`src/rtl/instr_sequencer.sv`:
```
// Multi-cycle instruction sequencer for the Nandy CPU. It latches the current
// instruction, counts its cycles, stretches memory cycles and raises sticky signal flags.
module instr_sequencer #(
  parameter int INST_W     = 8,
  parameter int EXT_CYCLES = 1,
  parameter int NUM_SIG    = 8,
  localparam int CYC_W     = (EXT_CYCLES < 2) ? 1 : $clog2(EXT_CYCLES + 1)
) (
  input  logic               clk_i,
  input  logic               rst_ni,
  input  logic [INST_W-1:0]  inst_i,
  input  logic               inst_valid_i,
  output logic               inst_ready_o,
  input  logic               mem_ready_i,
  input  logic               carry_i,
  input  logic [NUM_SIG-1:0] sig_ack_i,
  output logic [INST_W-1:0]  ir_o,
  output logic [CYC_W-1:0]   cycle_o,
  output logic               busy_o,
  output logic               stall_o,
  output logic               instr_done_o,
  output logic               jump_taken_o,
  output logic [NUM_SIG-1:0] sig_pending_o
);

  typedef enum logic [1:0] {
    S_IDLE,
    S_EXEC,
    S_WAIT
  } state_e;

  state_e             state_q, state_d;
  logic [INST_W-1:0]  ir_q, ir_d;
  logic [CYC_W-1:0]   cycle_q, cycle_d;
  logic [NUM_SIG-1:0] sig_q, sig_d;

  logic               isLong, isMem, isJump, isSig;
  logic               lastCycle, memWait, retire;
  logic [NUM_SIG-1:0] setMask;

  assign isLong    = ir_q[7];
  assign isMem     = (ir_q[7:6] == 2'b10);
  assign isJump    = (ir_q[7:5] == 3'b111);
  assign isSig     = (ir_q[7:3] == 5'b00011);
  assign lastCycle = isLong ? (cycle_q == CYC_W'(EXT_CYCLES)) : (cycle_q == '0);
  // Only meaningful while busy; in WAIT this is simply !mem_ready_i.
  assign memWait   = isMem && (cycle_q != '0) && !mem_ready_i;

  always_ff @(posedge clk_i or negedge rst_ni) begin
    if (!rst_ni) begin
      state_q <= S_IDLE;
      ir_q    <= '0;
      cycle_q <= '0;
      sig_q   <= '0;
    end else begin
      state_q <= state_d;
      ir_q    <= ir_d;
      cycle_q <= cycle_d;
      sig_q   <= sig_d;
    end
  end

  always_comb begin
    state_d = state_q;
    ir_d    = ir_q;
    cycle_d = cycle_q;
    case (state_q)
      S_IDLE: begin
        if (inst_valid_i) begin
          ir_d    = inst_i;
          cycle_d = '0;
          state_d = S_EXEC;
        end
      end
      S_EXEC, S_WAIT: begin
        if (memWait) begin
          state_d = S_WAIT;
        end else if (lastCycle) begin
          if (inst_valid_i) begin
            ir_d    = inst_i;
            cycle_d = '0;
            state_d = S_EXEC;
          end else begin
            state_d = S_IDLE;
          end
        end else begin
          cycle_d = cycle_q + CYC_W'(1);
          state_d = S_EXEC;
        end
      end
      default: state_d = S_IDLE;
    endcase
    // A set in the retire cycle overrides a simultaneous acknowledge.
    sig_d = (sig_q & ~sig_ack_i) | setMask;
  end

  always_comb begin
    busy_o       = (state_q != S_IDLE);
    stall_o      = (state_q == S_WAIT);
    retire       = busy_o && !memWait && lastCycle;
    instr_done_o = retire;
    inst_ready_o = (state_q == S_IDLE) || retire;
    jump_taken_o = retire && isJump && !(ir_q[4] && carry_i);
    setMask      = '0;
    for (int i = 0; i < NUM_SIG; i++) begin
      if (retire && isSig && (ir_q[2:0] == 3'(i))) begin
        setMask[i] = 1'b1;
      end
    end
  end

  assign ir_o          = ir_q;
  assign cycle_o       = cycle_q;
  assign sig_pending_o = sig_q;

endmodule

```
`config.mk`:
```
export PLATFORM = sky130hd
export DESIGN_NAME = instr_sequencer
export DESIGN_NICKNAME = d
export VERILOG_FILES = /design/src/rtl/instr_sequencer.sv
export SDC_FILE = /design/constraint.sdc
export NUM_CORES = 1
export LEC_CHECK = 0
export ABC_AREA = 1
export CAP_MARGIN = 20
export CORE_MARGIN = 3
export CORE_UTILIZATION = 44
export CTS_CLUSTER_SIZE = 40
export DETAILED_ROUTE_END_ITERATION = 8
export GPL_TIMING_DRIVEN = 0
export PLACE_DENSITY = 0.91
export SLEW_MARGIN = 20
export SYNTH_ARGS = -nofsm -noshare
export SYNTH_HDL_FRONTEND = slang
export SYNTH_SLANG_ARGS = --single-unit
```
`constraint.sdc`:
```
create_clock -name clk_i -period 3.5 [get_ports clk_i]
set_input_delay 0.525 -clock clk_i [delete_from_list [all_inputs] [get_ports clk_i]]
set_output_delay 0.525 -clock clk_i [all_outputs]
set_load 0.03 [all_outputs]
```
Word level (Yosys, flattened, before mapping) --
Cells that the tools add are included.
Word-level totals: register bits after elaboration 19, input bits 21, output and inout port bits 22, logic and storage cells 73
Operators by class: add/subtract/negate cells 1, equal/unequal tests 15, mux-type cells 22, bitwise operators 4, reductions and logical operators 27
Operators by type and width (number):
- $mux 8 | 3
- $logic_and 1x1->1 | 16
- $pmux 8 s2 | 1
- $eq 3x3->1 const B | 5
- $mux 1 | 13
- $and 8x8->8 | 1
- $not 8->8 | 1
- $or 8x8->8 | 1
- $eq 3x2->1 const B | 2
- $mux 2 | 3
- $ne 2x2->1 const B | 3
- $eq 5x2->1 const B | 1
- $eq 2x2->1 const B | 2
- $pmux 2 s2 | 1
- $reduce_bool 2->1 | 2
- $eq 3x1->1 const B | 1
- $logic_not 1->1 | 3
- $logic_not 3->1 | 1
- $reduce_and 3->1 | 1
- $eq 2x1->1 const B | 1
- $logic_not 2->1 | 1
- $pmux 1 s2 | 1
- $reduce_and 2->1 | 1
- $reduce_or 2->1 | 1
- other kinds (3) | 3

Logic depth before layout (Yosys ltp) --
Gate-level depths: netlist (run 1).
depth in word-level cells 10, mapped depth 8, depth with buffers taken out 8

Least setup slack after synthesis (run 1) --
No wires, ideal clock.
path kind register to output, start register state_q[0], end output port jump_taken_o, arrival 1681 ps, required time 2975 ps, setup slack 1294 ps, cell stages (with the launch flop) 6, buffers on the path 0, path through dfrtp_1 > inv_1 > ha_1 > inv_1 > nand3_2 > nor3_1
Between the ends: longest elaborated chain between the ends 5
RTL lines:
- start: declaration | RTL line 32 | state_e state_q, state_d;
- start signal: assignment | RTL line 56 | state_q <= state_d;
- $reduce_bool 2->1 | RTL line 98 | busy_o = (state_q != S_IDLE);
- net busy_o | RTL line 19 | output logic busy_o,
- $logic_and 1x1->1 (2 in series) | RTL line 100 | retire = busy_o && !memWait && lastCycle;
- $logic_and 1x1->1 (2 in series) | RTL line 103 | jump_taken_o = retire && isJump && !(ir_q[4] && carry_i);
- end: declaration | RTL line 22 | output logic jump_taken_o,
The timed path passes the listed nets, and every way through them passes these cells.

Worst setup path after layout (run 1) --
start input port mem_ready_i, end output port jump_taken_o
Between the ends: longest elaborated chain between the ends 7
RTL lines:
- start: declaration | RTL line 14 | input logic mem_ready_i,
- $logic_not 1->1 | RTL line 47 | assign memWait = isMem && (cycle_q != '0) && !mem_ready_i;
- $logic_and 1x1->1 | RTL line 47
- $logic_not 1->1 | RTL line 100
- $logic_and 1x1->1 (2 in series) | RTL line 100
- $logic_and 1x1->1 (2 in series) | RTL line 103
Every way passes these cells.

==> summary.md, run 1 <==
| Metric | Value |
|---|---|
| Min cycle time layout | between 2 and 3 ns |
| Site row count | 16 |
| Number of cells produced by synthesis | around 130 |
| Antenna diode count | 0 |
| Biggest area contributors in the synthesized netlist | sky130_fd_sc_hd__dfrtp_1 (48%), sky130_fd_sc_hd__nand2_1 (17%), sky130_fd_sc_hd__nand3_1 (9.5%), sky130_fd_sc_hd__inv_1 (7.1%), sky130_fd_sc_hd__nor3_1 (4.5%) |
| Max transition margin | 44.1% |
| Count of input and output buffers | 42 |
| Clock insertion delay at the later pin of the skew report | roughly 0.30 ns |
| Count of final setup violators | 0 |
| Met2 routed wirelength | around 1200 um |
| Post-layout power | 1.20 mW |
| CTS Buffer Depth | 2 |
| Worst-path fanout max | 3 |
| Uppermost routed layer | met4 |
| Via count of the first global-routing pass | 993 |
| Global-route wire length before repair | slightly above 4000 um |
| Layout filler cell count | about 170 |
| Slew of the pin with the lowest slew margin | between 0.8 and 0.9 ns |
| Overall die area | roughly 2900 um^2 |
| Signed area change from the synthesized netlist to the final layout | 48.1% |
| Cell area after technology mapping | between 1000 and 1500 um^2 |
| Number of setup buffers added after CTS | 0 |
| Initial antenna violation count | 0 |
| XOR/XNOR Fraction of Synth Area | 0% |
| Largest vdd supply drop | 634 uV |
| Synthesized netlist net count | 156 |
| Number of hold-repair buffers added at the cts stage | 0 |
| TritonCTS clock tree | done |
| Maximum number of pins on one net before global-route repair | 20 |
| Warnings from Yosys | 0 |
| Post-Route Hold Slack | slightly below 0.5 ns |
| Total number of H-tree levels | 1 |
| Nets | about 200 |
| Die Y | ~54 um |
| Number of cells upsized or downsized after cts | 0 |
| Met3 routed WL | 189 um |
| Number of clock buffers inserted by TritonCTS | 3 |
| Ratio of total power to cell area | between 800 and 900 nW/um^2 |
| Total Neg Setup Slack | 0 ns |
| Post-synthesis simple-gate area fraction | between 30% and 40% |
| Most common cell in the synthesized netlist | sky130_fd_sc_hd__nand2_1 |
| Sequential cell area | 475 um^2 |
| Mux cell area share after synthesis | 0% |
| Part of the cycle the worst path needs | 77.0% |
| I/O Pins | 43 |
| FMAX | around 0.37 GHz |
| Avg Cell Area, Syn | 7.58 um^2 |
| Root buffer cell | sky130_fd_sc_hd__clkbuf_4 |
| Clock Skews | 0.00816 ns |
| Library cells used by synthesis | 16 |
| Number of vias per cell after detailed routing | around 5 |
| Req. time, crit path | roughly 3.0 ns |
| X dimension of the die | between 50 and 60 um |
| Outcome | complete, no violations |
| Final Routed Wirelength | around 2400 um |
| Wire per inst | between 10 and 15 um |
| Type of destination of the critical path | output pin |
| Hold violation total from the final report | 0 |
| Area share of fa/ha/maj cells after synthesis | roughly 3.8% |
| Via count | around 1,000 |
| Share of layout cells above drive strength 1 | between 7 and 8% |
| Number of DRC markers after the initial detailed-route iteration | 18 |
| Nature of the critical path startpoint | input pin |
| Post-synth top area share | a little under half |
| Cell accounting for the most synthesized area | sky130_fd_sc_hd__dfrtp_1 |
| Pre-Repair DR Iteration Count | 4 |
| Total Routing Usage GR | between 10% and 20% |
| Slew Viols, Final | 0 |
| Gr ovfl total | 0 |
| Max cap viols | 0 |
| Most used DFF post-synth | sky130_fd_sc_hd__dfrtp_1 |
| Clk slew on worst S/H paths | approximately 0.11 ns |
| Multi-input gate area | between 400 and 500 um^2 |
| Leak | 0.780 nW |
| Share of synthesized registers carrying an async set or reset | 100% |
| Estimated wirelength of the detail-placed design | roughly 1800 um |
| Combinational family with the most area after synthesis | simple AND/OR/NAND/NOR gates |
| Post-synth EDFFs | 0 |
| Final antenna-violating net count | 0 |
| Number of synthesized register bits | 19 |
| Core area | roughly 2100 um^2 |
| Effective utilization at floorplan | 48.5% |
| Sequential area share after synthesis | ~48% |
| Worst reg2reg setup slack | ~2.0 ns |
| Min-delay worst type | reg -> reg |
| Crit path DAT | ~2.2 ns |
| Crit Path Class | in -> out |
| Wire length on met1 | about 1000 um |
| TritonCTS Sinks | 19 |
| Ranking of synthesized cells by instance count | sky130_fd_sc_hd__nand2_1 (45), sky130_fd_sc_hd__dfrtp_1 (19), sky130_fd_sc_hd__inv_1 (19), sky130_fd_sc_hd__nand3_1 (19), sky130_fd_sc_hd__nor3_1 (9) |
| Compound-Gate Fraction of Synth Area | 2.38% |
| DRC errors left | 0 |
| Unrepaired setup endpoints after global routing | false |
| Final weighted congestion in routability-driven placement | roughly 0.79 |
==> final cells by class <==
type	count	share of cell area (%)
Multi-Input combinational cell	91	29.9
Clock buffer	3	1.52
Sequential cell	19	32.1
Timing Repair Buffer	42	28.4
Tap cell	27	2.28
Inverter	22	5.57
Clock inverter	1	0.338
==> worst paths after layout <==
path,start,end,cells past startpoint
max,mem_ready_i,jump_taken_o,6
min,sig_pending_o[1],sig_pending_o[1],2
max reg2reg,state_q[0],ir_o[7],8
min reg2reg,sig_pending_o[1],sig_pending_o[1],2
max in group asynchronous,rst_ni,state_q[0],1
min in group asynchronous,rst_ni,ir_o[0],1
==> registers in the layout (all words and copies together), names as in the netlist <==
| signal | cells |
|---|---|
| ir_o | 8 |
| sig_pending_o | 8 |
| state_q | 2 |
| cycle_o | 1 |
==> worst max-delay path, cell delays in order <==
cell and delay, ns:
sky130_fd_sc_hd__clkdlybuf4s50_1 0.46, sky130_fd_sc_hd__nor2_1 0.07, sky130_fd_sc_hd__nand2_2 0.10, sky130_fd_sc_hd__nand3_2 0.11, sky130_fd_sc_hd__nor3_1 0.18, sky130_fd_sc_hd__clkdlybuf4s50_1 0.72
==> layout by cell type, fill, tap and decap left out <==
cell type	instances
sky130_fd_sc_hd__nand2_1	45
sky130_fd_sc_hd__clkdlybuf4s50_1	42
sky130_fd_sc_hd__inv_1	19
sky130_fd_sc_hd__nand3_1	19
sky130_fd_sc_hd__dfrtp_1	19
sky130_fd_sc_hd__nor3_1	9
sky130_fd_sc_hd__nor2_1	4
sky130_fd_sc_hd__nand2_2	3
sky130_fd_sc_hd__inv_2	3
sky130_fd_sc_hd__ha_1	3
sky130_fd_sc_hd__clkbuf_4	3
sky130_fd_sc_hd__nand2_4	2
sky130_fd_sc_hd__nand3_2	1
sky130_fd_sc_hd__nand4_1	1
sky130_fd_sc_hd__o21ai_0	1
sky130_fd_sc_hd__o22ai_1	1
sky130_fd_sc_hd__a22oi_1	1
sky130_fd_sc_hd__a21oi_1	1
sky130_fd_sc_hd__clkinv_2	1
==> per-layer routing <==
metal	vias to the layer above	track usage [%]
li1	510	-
met3	4	4.16
met4	0	7.66
met5	-	0
met1	465	22.9
met2	46	32.9
==> power breakdown <==
| group | internal (mW) | total, mW | switching (mW) | leakage, nW |
|---|---|---|---|---|
| logic | 0.265 | 0.725 | 0.459 | 0.514 |
| registers | 0.282 | 0.362 | 0.0803 | 0.248 |
| clock network | 0.0426 | 0.111 | 0.0688 | 0.0177 |
==> kinds of logic after synthesis <==
| family | after synthesis |
|---|---|
| buffers and inverters | 22 |
| adder cells (fa/ha/maj) | 3 |
| flip-flops | 19 |
| AND/OR/NAND/NOR | 84 |
| AO/OA/AOI/OAI | 4 |
==> metrics by stage <==
step	cell area [um^2]	instances	worst slack, ns	utilization [%]
final	1480	205	0.806	71.9
after global routing	1480	205	0.729	71.9
after CTS	1480	205	0.817	71.9
after detailed placement	1460	201	0.828	70.6
after global placement	1460	201	0.878	70.6
after floorplan	1000	132	1.29	-
(Power assumes the default switching activity.)
==> inputs of run 2 (changes only) <==
--- a/config.mk
+++ b/config.mk
@@ -8,11 +8,11 @@
 export ABC_AREA = 1
 export CAP_MARGIN = 20
 export CORE_MARGIN = 3
-export CORE_UTILIZATION = 44
+export CORE_UTILIZATION = 37
 export CTS_CLUSTER_SIZE = 40
 export DETAILED_ROUTE_END_ITERATION = 8
 export GPL_TIMING_DRIVEN = 0
-export PLACE_DENSITY = 0.91
+export PLACE_DENSITY = 0.82
 export SLEW_MARGIN = 20
 export SYNTH_ARGS = -nofsm -noshare
 export SYNTH_HDL_FRONTEND = slang
==> constraint.sdc (replaced) <==
create_clock -name clk_i -period 2.39 [get_ports clk_i]
set_input_delay 0.3585 -clock clk_i [delete_from_list [all_inputs] [get_ports clk_i]]
set_output_delay 0.3585 -clock clk_i [all_outputs]
set_load 0.03 [all_outputs]
==> summary.md, run 2 (synthesized netlist as in run 1, its figures left out) <==
| Metric | Value |
|---|---|
| Largest vdd supply drop | 835 uV (was 634 uV) |
| Post-Route Hold Slack | 0.486 ns (was 0.492 ns) |
| Root buffer cell | sky130_fd_sc_hd__clkbuf_4 (unchanged) |
| Placed cells | 204 (was 201) |
| Ratio of total power to cell area | 1170 nW/um^2 (was 808 nW/um^2) |
| FMAX | 0.459 GHz |
| Nets | 203 (unchanged) |
| Number of clock buffers inserted by TritonCTS | 3 (unchanged) |
| Part of the cycle the worst path needs | roughly nine tenths |
| Number of setup buffers added after CTS | 0 (unchanged) |
| Flop pwr share | 30.3% (was 30.2%) |
| Number of cells upsized or downsized after cts | 2 (was 0) |
| Count of input and output buffers | 42 (unchanged) |
| Global-route wire length before repair | 3950 um (was 4080 um) |
| Post-route worst setup slack | 0.210 ns (was 0.806 ns) |
| Final antenna-violating net count | 0 (unchanged) |
| Site row count | 18 (was 16) |
| Core area | 2520 um^2 (was 2060 um^2) |
| Share of layout cells above drive strength 1 | 7.30% (unchanged) |
| Final Routed Wirelength | 2380 um (about the same) |
| Via count | 1,017 (was 1,025) |
| Clk slew on worst S/H paths | 0.11 ns (about the same) |
| Clock insertion delay at the later pin of the skew report | 0.31 ns (was 0.30 ns) |
| Post-layout power | 1.74 mW (was 1.20 mW) |
| Type of destination of the critical path | output pin (unchanged) |
| Leading cell type in the layout, fill and taps excluded | sky130_fd_sc_hd__nand2_1 (unchanged) |
| Crit Path Class | reg -> out (was in -> out) |
| Slowest CP cell | sky130_fd_sc_hd__dlygate4sd2_1 (was sky130_fd_sc_hd__clkdlybuf4s50_1) |
| CTS Buffer Depth | 2 (unchanged) |
| Min cycle time layout | approximately 2.2 ns |
| Final weighted congestion in routability-driven placement | 0.833 (was 0.790) |
| Total number of H-tree levels | 1 (unchanged) |
| Cell repeated most along the worst path | sky130_fd_sc_hd__inv_1 (was sky130_fd_sc_hd__clkdlybuf4s50_1) |
| Via count of the first global-routing pass | 976 (was 993) |
| Design area | 1490 um^2 (was 1480 um^2) |
| X dimension of the die | 58.0 um (was 53.7 um) |
| Total Routing Usage GR | 14.8% (was 19.1%) |
| Reported net switching power | 0.888 mW (was 0.609 mW) |
| Switching portion of total power | 51.0% (was 50.8%) |
| Max cap viols | 0 (unchanged) |
| TritonCTS Sinks | 19 (unchanged) |
| Crit path cell chain | inv_1 > ha_1 > inv_1 > nand3_2 > nor3_1 > dlygate4sd2_1 (was clkdlybuf4s50_1 > nor2_1 > nand2_2 > nand3_2 > nor3_1 > clkdlybuf4s50_1) |
| Estimated wirelength of the detail-placed design | 1910 um (was 1850 um) |
| Largest stage delay, worst path | 0.43 ns (was 0.72 ns) |
| Slew Viols, Final | 0 (unchanged) |
| Hold violation total from the final report | 0 (unchanged) |
| Number of hold-repair buffers added at the cts stage | 0 (unchanged) |
| Gr ovfl total | 0 (unchanged) |
| Crit path DAT | 1.82 ns (was 2.17 ns) |
| Die Y | 58.0 um (was 53.7 um) |
| TritonCTS clock tree | done (unchanged) |
| Pre-Repair DR Iteration Count | 4 (unchanged) |
| Internal Power | 0.852 mW (was 0.589 mW) |
| Number of vias per cell after detailed routing | 4.89 (was 5.00) |
| Clock Skews | 0.00572 ns (was 0.00816 ns) |
| Max transition margin | 45.2% (was 44.1%) |
| Total Neg Setup Slack | 0 ns (unchanged) |
| Share of total power in combinational logic | 60.1% (was 60.5%) |
| Nature of the critical path startpoint | flip-flop (was input pin) |
| I/O Pins | 43 (unchanged) |
| Signed area change from the synthesized netlist to the final layout | 48.5% (was 48.1%) |
| Outcome | complete, no violations (unchanged) |
| Count of final setup violators | 0 (unchanged) |
| Final Instance Count excl. Fillers | 208 (was 205) |
| Cell area reported after detailed placement | 1460 um^2 (about the same) |
| Initial antenna violation count | 0 (unchanged) |
| Leak | 0.796 nW (was 0.780 nW) |
| Worst-path fanout max | 4 (was 3) |
| Unrepaired setup endpoints after global routing | false (unchanged) |
| Wire per inst | 11.4 um (was 11.6 um) |
| Antenna diode count | 0 (unchanged) |
| Slew of the pin with the lowest slew margin | 0.819 ns (was 0.837 ns) |
| Worst slack at placement | 0.0656 ns (was 0.828 ns) |
| DRC errors left | 0 (unchanged) |
| Top library cells by usage in the layout, fill and taps aside | sky130_fd_sc_hd__nand2_1 (45), sky130_fd_sc_hd__clkdlybuf4s50_1 (39), sky130_fd_sc_hd__inv_1 (19), sky130_fd_sc_hd__nand3_1 (19), sky130_fd_sc_hd__dfrtp_1 (19) (was sky130_fd_sc_hd__nand2_1 (45), sky130_fd_sc_hd__clkdlybuf4s50_1 (42), sky130_fd_sc_hd__inv_1 (19), sky130_fd_sc_hd__nand3_1 (19), sky130_fd_sc_hd__dfrtp_1 (19)) |
| Share of power burned in the clock network | 9.7% (was 9.3%) |
| Layout filler cell count | 255 (was 169) |
| Number of DRC markers after the initial detailed-route iteration | 32 (was 18) |
| Effective utilization at floorplan | 39.7% (was 48.5%) |
| Overall die area | 3370 um^2 (was 2880 um^2) |
| Req. time, crit path | 2.03 ns (was 2.97 ns) |
| Min-delay worst type | reg -> reg (unchanged) |
| Post-route core utilization | 58.9% (was 71.9%) |
| Maximum number of pins on one net before global-route repair | 20 (unchanged) |
[run 2: changes by cell type in the layout (fill, tap and decap cells not counted), sizes merged]
cell	change
clkdlybuf4s50	-3
dlygate4sd2	+2
dlymetal6s2s	+1
[run 2: layout make-up]
type / instances / area [um^2] / area share [%]
flip-flops and latches: 19 / 475 / 32.0
multi-input cells: 91 / 443 / 29.8
repair buffers: 42 / 420 / 28.3
inverters: 22 / 82.6 / 5.56
well taps: 30 / 37.5 / 2.53
clock buffers: 3 / 22.5 / 1.52
clock inverters: 1 / 5.00 / 0.337
[run 2: power groups by stage]
stage                     Combinational (mW)  Clock, mW  Sequential, mW
after floorplan                        0.546          0           0.659
after global routing                    1.14      0.183           0.544
after detailed placement                1.05          0           0.530
final                                   1.04      0.168           0.527
after global placement                  1.03          0           0.526
after CTS                               1.05      0.170           0.525
[run 2: worst max-delay path, delay by kind of cell, from the launching register on]
family | cells | cell delay [ns]
buffers and inverters | 3 | 0.63
AND/OR/NAND/NOR | 2 | 0.26
adder cells (fa/ha/maj) | 1 | 0.23
flip-flops | 1 | 0.39
[run 2: path summary, 6_finish.rpt]
path / endpoint / slack [ns] / depth (start not counted) / start
worst max-delay path: jump_taken_o / 0.21 / 6 / state_q[0]
worst min-delay path: sig_pending_o[1] / 0.49 / 2 / sig_pending_o[1]
worst max register to register: ir_o[1] / 0.87 / 8 / state_q[0]
worst min register to register: sig_pending_o[1] / 0.49 / 2 / sig_pending_o[1]
max in group asynchronous: sig_pending_o[4] / 1.37 / 1 / rst_ni
min in group asynchronous: ir_o[4] / 0.51 / 1 / rst_ni
[run 2: layer usage]
metal,track usage (%),up-vias,share of wire (%)
met5,0,-,0
met4,6.95,0,2.1
met3,2.45,5,7.1
met2,25.8,43,51
met1,17.8,464,40
li1,-,505,-
==> inputs of run 3 (changes only) <==
--- a/config.mk
+++ b/config.mk
@@ -12,6 +12,7 @@
 export CTS_CLUSTER_SIZE = 40
 export DETAILED_ROUTE_END_ITERATION = 8
 export GPL_TIMING_DRIVEN = 0
+export MAX_ROUTING_LAYER = met4
 export PLACE_DENSITY = 0.82
 export SLEW_MARGIN = 20
 export SYNTH_ARGS = -nofsm -noshare
==> summary.md, run 3 (synthesized netlist as in run 1, its figures left out) <==
| Metric | Value |
|---|---|
| Min cycle time layout | 2.18 ns (about the same) |
| Layout filler cell count | 255 (unchanged) |
| Number of vias per cell after detailed routing | 4.89 (unchanged) |
| Share of layout cells above drive strength 1 | 7.30% (unchanged) |
| Largest vdd supply drop | 834 uV (was 835 uV) |
| Via count | 1,017 (unchanged) |
| Outcome | complete, no violations (unchanged) |
| Cell area reported after detailed placement | 1460 um^2 (unchanged) |
| Number of DRC markers after the initial detailed-route iteration | 31 (was 32) |
| Initial antenna violation count | 0 (unchanged) |
| Hold path cells | 2 (unchanged) |
| CTS Buffer Depth | 2 (unchanged) |
| Number of hold-repair buffers added at the cts stage | 0 (unchanged) |
| Max transition margin | 45.2% (about the same) |
| Total number of H-tree levels | 1 (unchanged) |
| Nature of the critical path startpoint | flip-flop (unchanged) |
| X dimension of the die | 58.0 um (unchanged) |
| Maximum number of pins on one net before global-route repair | 20 (unchanged) |
| Worst-path fanout max | 4 (unchanged) |
| Pre-Repair DR Iteration Count | 4 (unchanged) |
| Root buffer cell | sky130_fd_sc_hd__clkbuf_4 (unchanged) |
| Worst reg2reg setup slack | 0.87 ns (about the same) |
| Clock Skews | 0.00563 ns (was 0.00572 ns) |
| Core area | 2520 um^2 (unchanged) |
| Clk slew on worst S/H paths | 0.11 ns (about the same) |
| Worst Hold Path EP | sig_pending_o[1] (unchanged) |
| Estimated wirelength of the detail-placed design | 1910 um (unchanged) |
| Design area | 1490 um^2 (unchanged) |
| Via count of the first global-routing pass | 975 (was 976) |
| Global-route wire length before repair | 3950 um (unchanged) |
| Final Routed Wirelength | 2380 um (unchanged) |
| FMAX | 0.458 GHz (was 0.459 GHz) |
| Startpoint of the worst setup timing path | state_q[0] (unchanged) |
| I/O Pins | 43 (unchanged) |
| FF-to-FF End | ir_o[1] (unchanged) |
| Startpoint of the lowest-slack register-to-register path | state_q[0] (unchanged) |
| Max cap viols | 0 (unchanged) |
| Type of destination of the critical path | output pin (unchanged) |
| Min-delay worst type | reg -> reg (unchanged) |
| Req. time, crit path | 2.03 ns (about the same) |
| Unrepaired setup endpoints after global routing | false (unchanged) |
| Final weighted congestion in routability-driven placement | 0.846 (was 0.833) |
| Slew Viols, Final | 0 (unchanged) |
| Leak | 0.796 nW (unchanged) |
| Number of setup buffers added after CTS | 0 (unchanged) |
| Antenna diode count | 0 (unchanged) |
| Total Neg Setup Slack | 0 ns (unchanged) |
| Slew of the pin with the lowest slew margin | 0.819 ns (about the same) |
| Part of the cycle the worst path needs | 91.3% (was 91.2%) |
| Launch instance of the worst min-delay path | sig_pending_o[1] (unchanged) |
| Die Y | 58.0 um (unchanged) |
| Count of final setup violators | 0 (unchanged) |
| Post-route core utilization | 58.9% (unchanged) |
| Effective utilization at floorplan | 39.7% (unchanged) |
| Sequential cell area | 475 um^2 (unchanged) |
| Ratio of total power to cell area | 1170 nW/um^2 (about the same) |
| Site row count | 18 (unchanged) |
| Post-layout power | 1.74 mW (about the same) |
| Wire per inst | 11.4 um (unchanged) |
| Final antenna-violating net count | 0 (unchanged) |
| Worst slack at placement | 0.0656 ns (unchanged) |
| TritonCTS clock tree | done (unchanged) |
| Multi-input gate area | 443 um^2 (unchanged) |
| Clock insertion delay at the later pin of the skew report | 0.31 ns (about the same) |
| Overall die area | 3370 um^2 (unchanged) |
| TritonCTS Sinks | 19 (unchanged) |
| Count of input and output buffers | 42 (unchanged) |
| Crit Path Class | reg -> out (unchanged) |
| Top library cells by usage in the layout, fill and taps aside | sky130_fd_sc_hd__nand2_1 (45), sky130_fd_sc_hd__clkdlybuf4s50_1 (39), sky130_fd_sc_hd__inv_1 (19), sky130_fd_sc_hd__nand3_1 (19), sky130_fd_sc_hd__dfrtp_1 (19) (unchanged) |
| Post-route worst setup slack | 0.207 ns (was 0.210 ns) |
| Nets | 203 (unchanged) |
| Crit path DAT | 1.82 ns (about the same) |
| Hold violation total from the final report | 0 (unchanged) |
| Worst R2R Path Depth | 8 (unchanged) |
| Leading cell type in the layout, fill and taps excluded | sky130_fd_sc_hd__nand2_1 (unchanged) |
| Gr ovfl total | 0 (unchanged) |
| Signed area change from the synthesized netlist to the final layout | 48.5% (unchanged) |
| Number of clock buffers inserted by TritonCTS | 3 (unchanged) |
| Total Routing Usage GR | 15.3% (was 14.8%) |
| DRC errors left | 0 (unchanged) |
## run 3: cell counts in the layout (fill, tap and decap cells not counted)
Identical to the previous run, type by type.
## run 3: metrics by stage
stage,std cells,hold WS [ns]
after floorplan,132,0.0629
after global placement,204,0.466
after detailed placement,204,0.467
after CTS,208,0.492
after global routing,208,0.523
final,208,0.486
## run 3: cell type report
cell class	instances	area share [%]
clock buffers	3	1.52
clock inverters	1	0.337
inverters	22	5.56
multi-input cells	91	29.8
flip-flops and latches	19	32.0
well taps	30	2.53
repair buffers	42	28.3
## run 3: worst max path at each step
stage,endpoint,slack [ns],cells after the start
2_1_floorplan,jump_taken_o,0.35,5
3_3_place_gp,jump_taken_o,0.10,6
3_5_place_dp,jump_taken_o,0.07,6
4_1_cts,inst_ready_o,0.03,6
5_1_grt,instr_done_o,0.07,6
6_report,jump_taken_o,0.21,6
## run 3: worst max-delay path, cell delays in order, from the launching register on
cell and delay [ns]:
sky130_fd_sc_hd__dfrtp_1 0.39, sky130_fd_sc_hd__inv_1 0.07, sky130_fd_sc_hd__ha_1 0.23, sky130_fd_sc_hd__inv_1 0.13, sky130_fd_sc_hd__nand3_2 0.13, sky130_fd_sc_hd__nor3_1 0.14
sky130_fd_sc_hd__dlygate4sd2_1 0.43
## run 3: power breakdown
part,total [mW],leakage (nW),switching (mW),internal (mW)
clock network,0.168,0.0177,0.105,0.0625
logic,1.05,0.530,0.668,0.377
registers,0.527,0.248,0.115,0.412
total,1.74,0.796,0.888,0.852
## run 3: repair_timing
action | in CTS | in global routing
resized for setup | 2 | 1
setup endpoints to repair | 2 | 1
hold endpoints to repair | 0 | 0
## run 3: layer usage
metal,wire (um),global-route usage (%),up-vias
met5,0,-,-
met4,50,6.95,0
met3,160,2.23,5
met2,1200,25.8,43
met1,966,17.9,464
li1,-,-,505
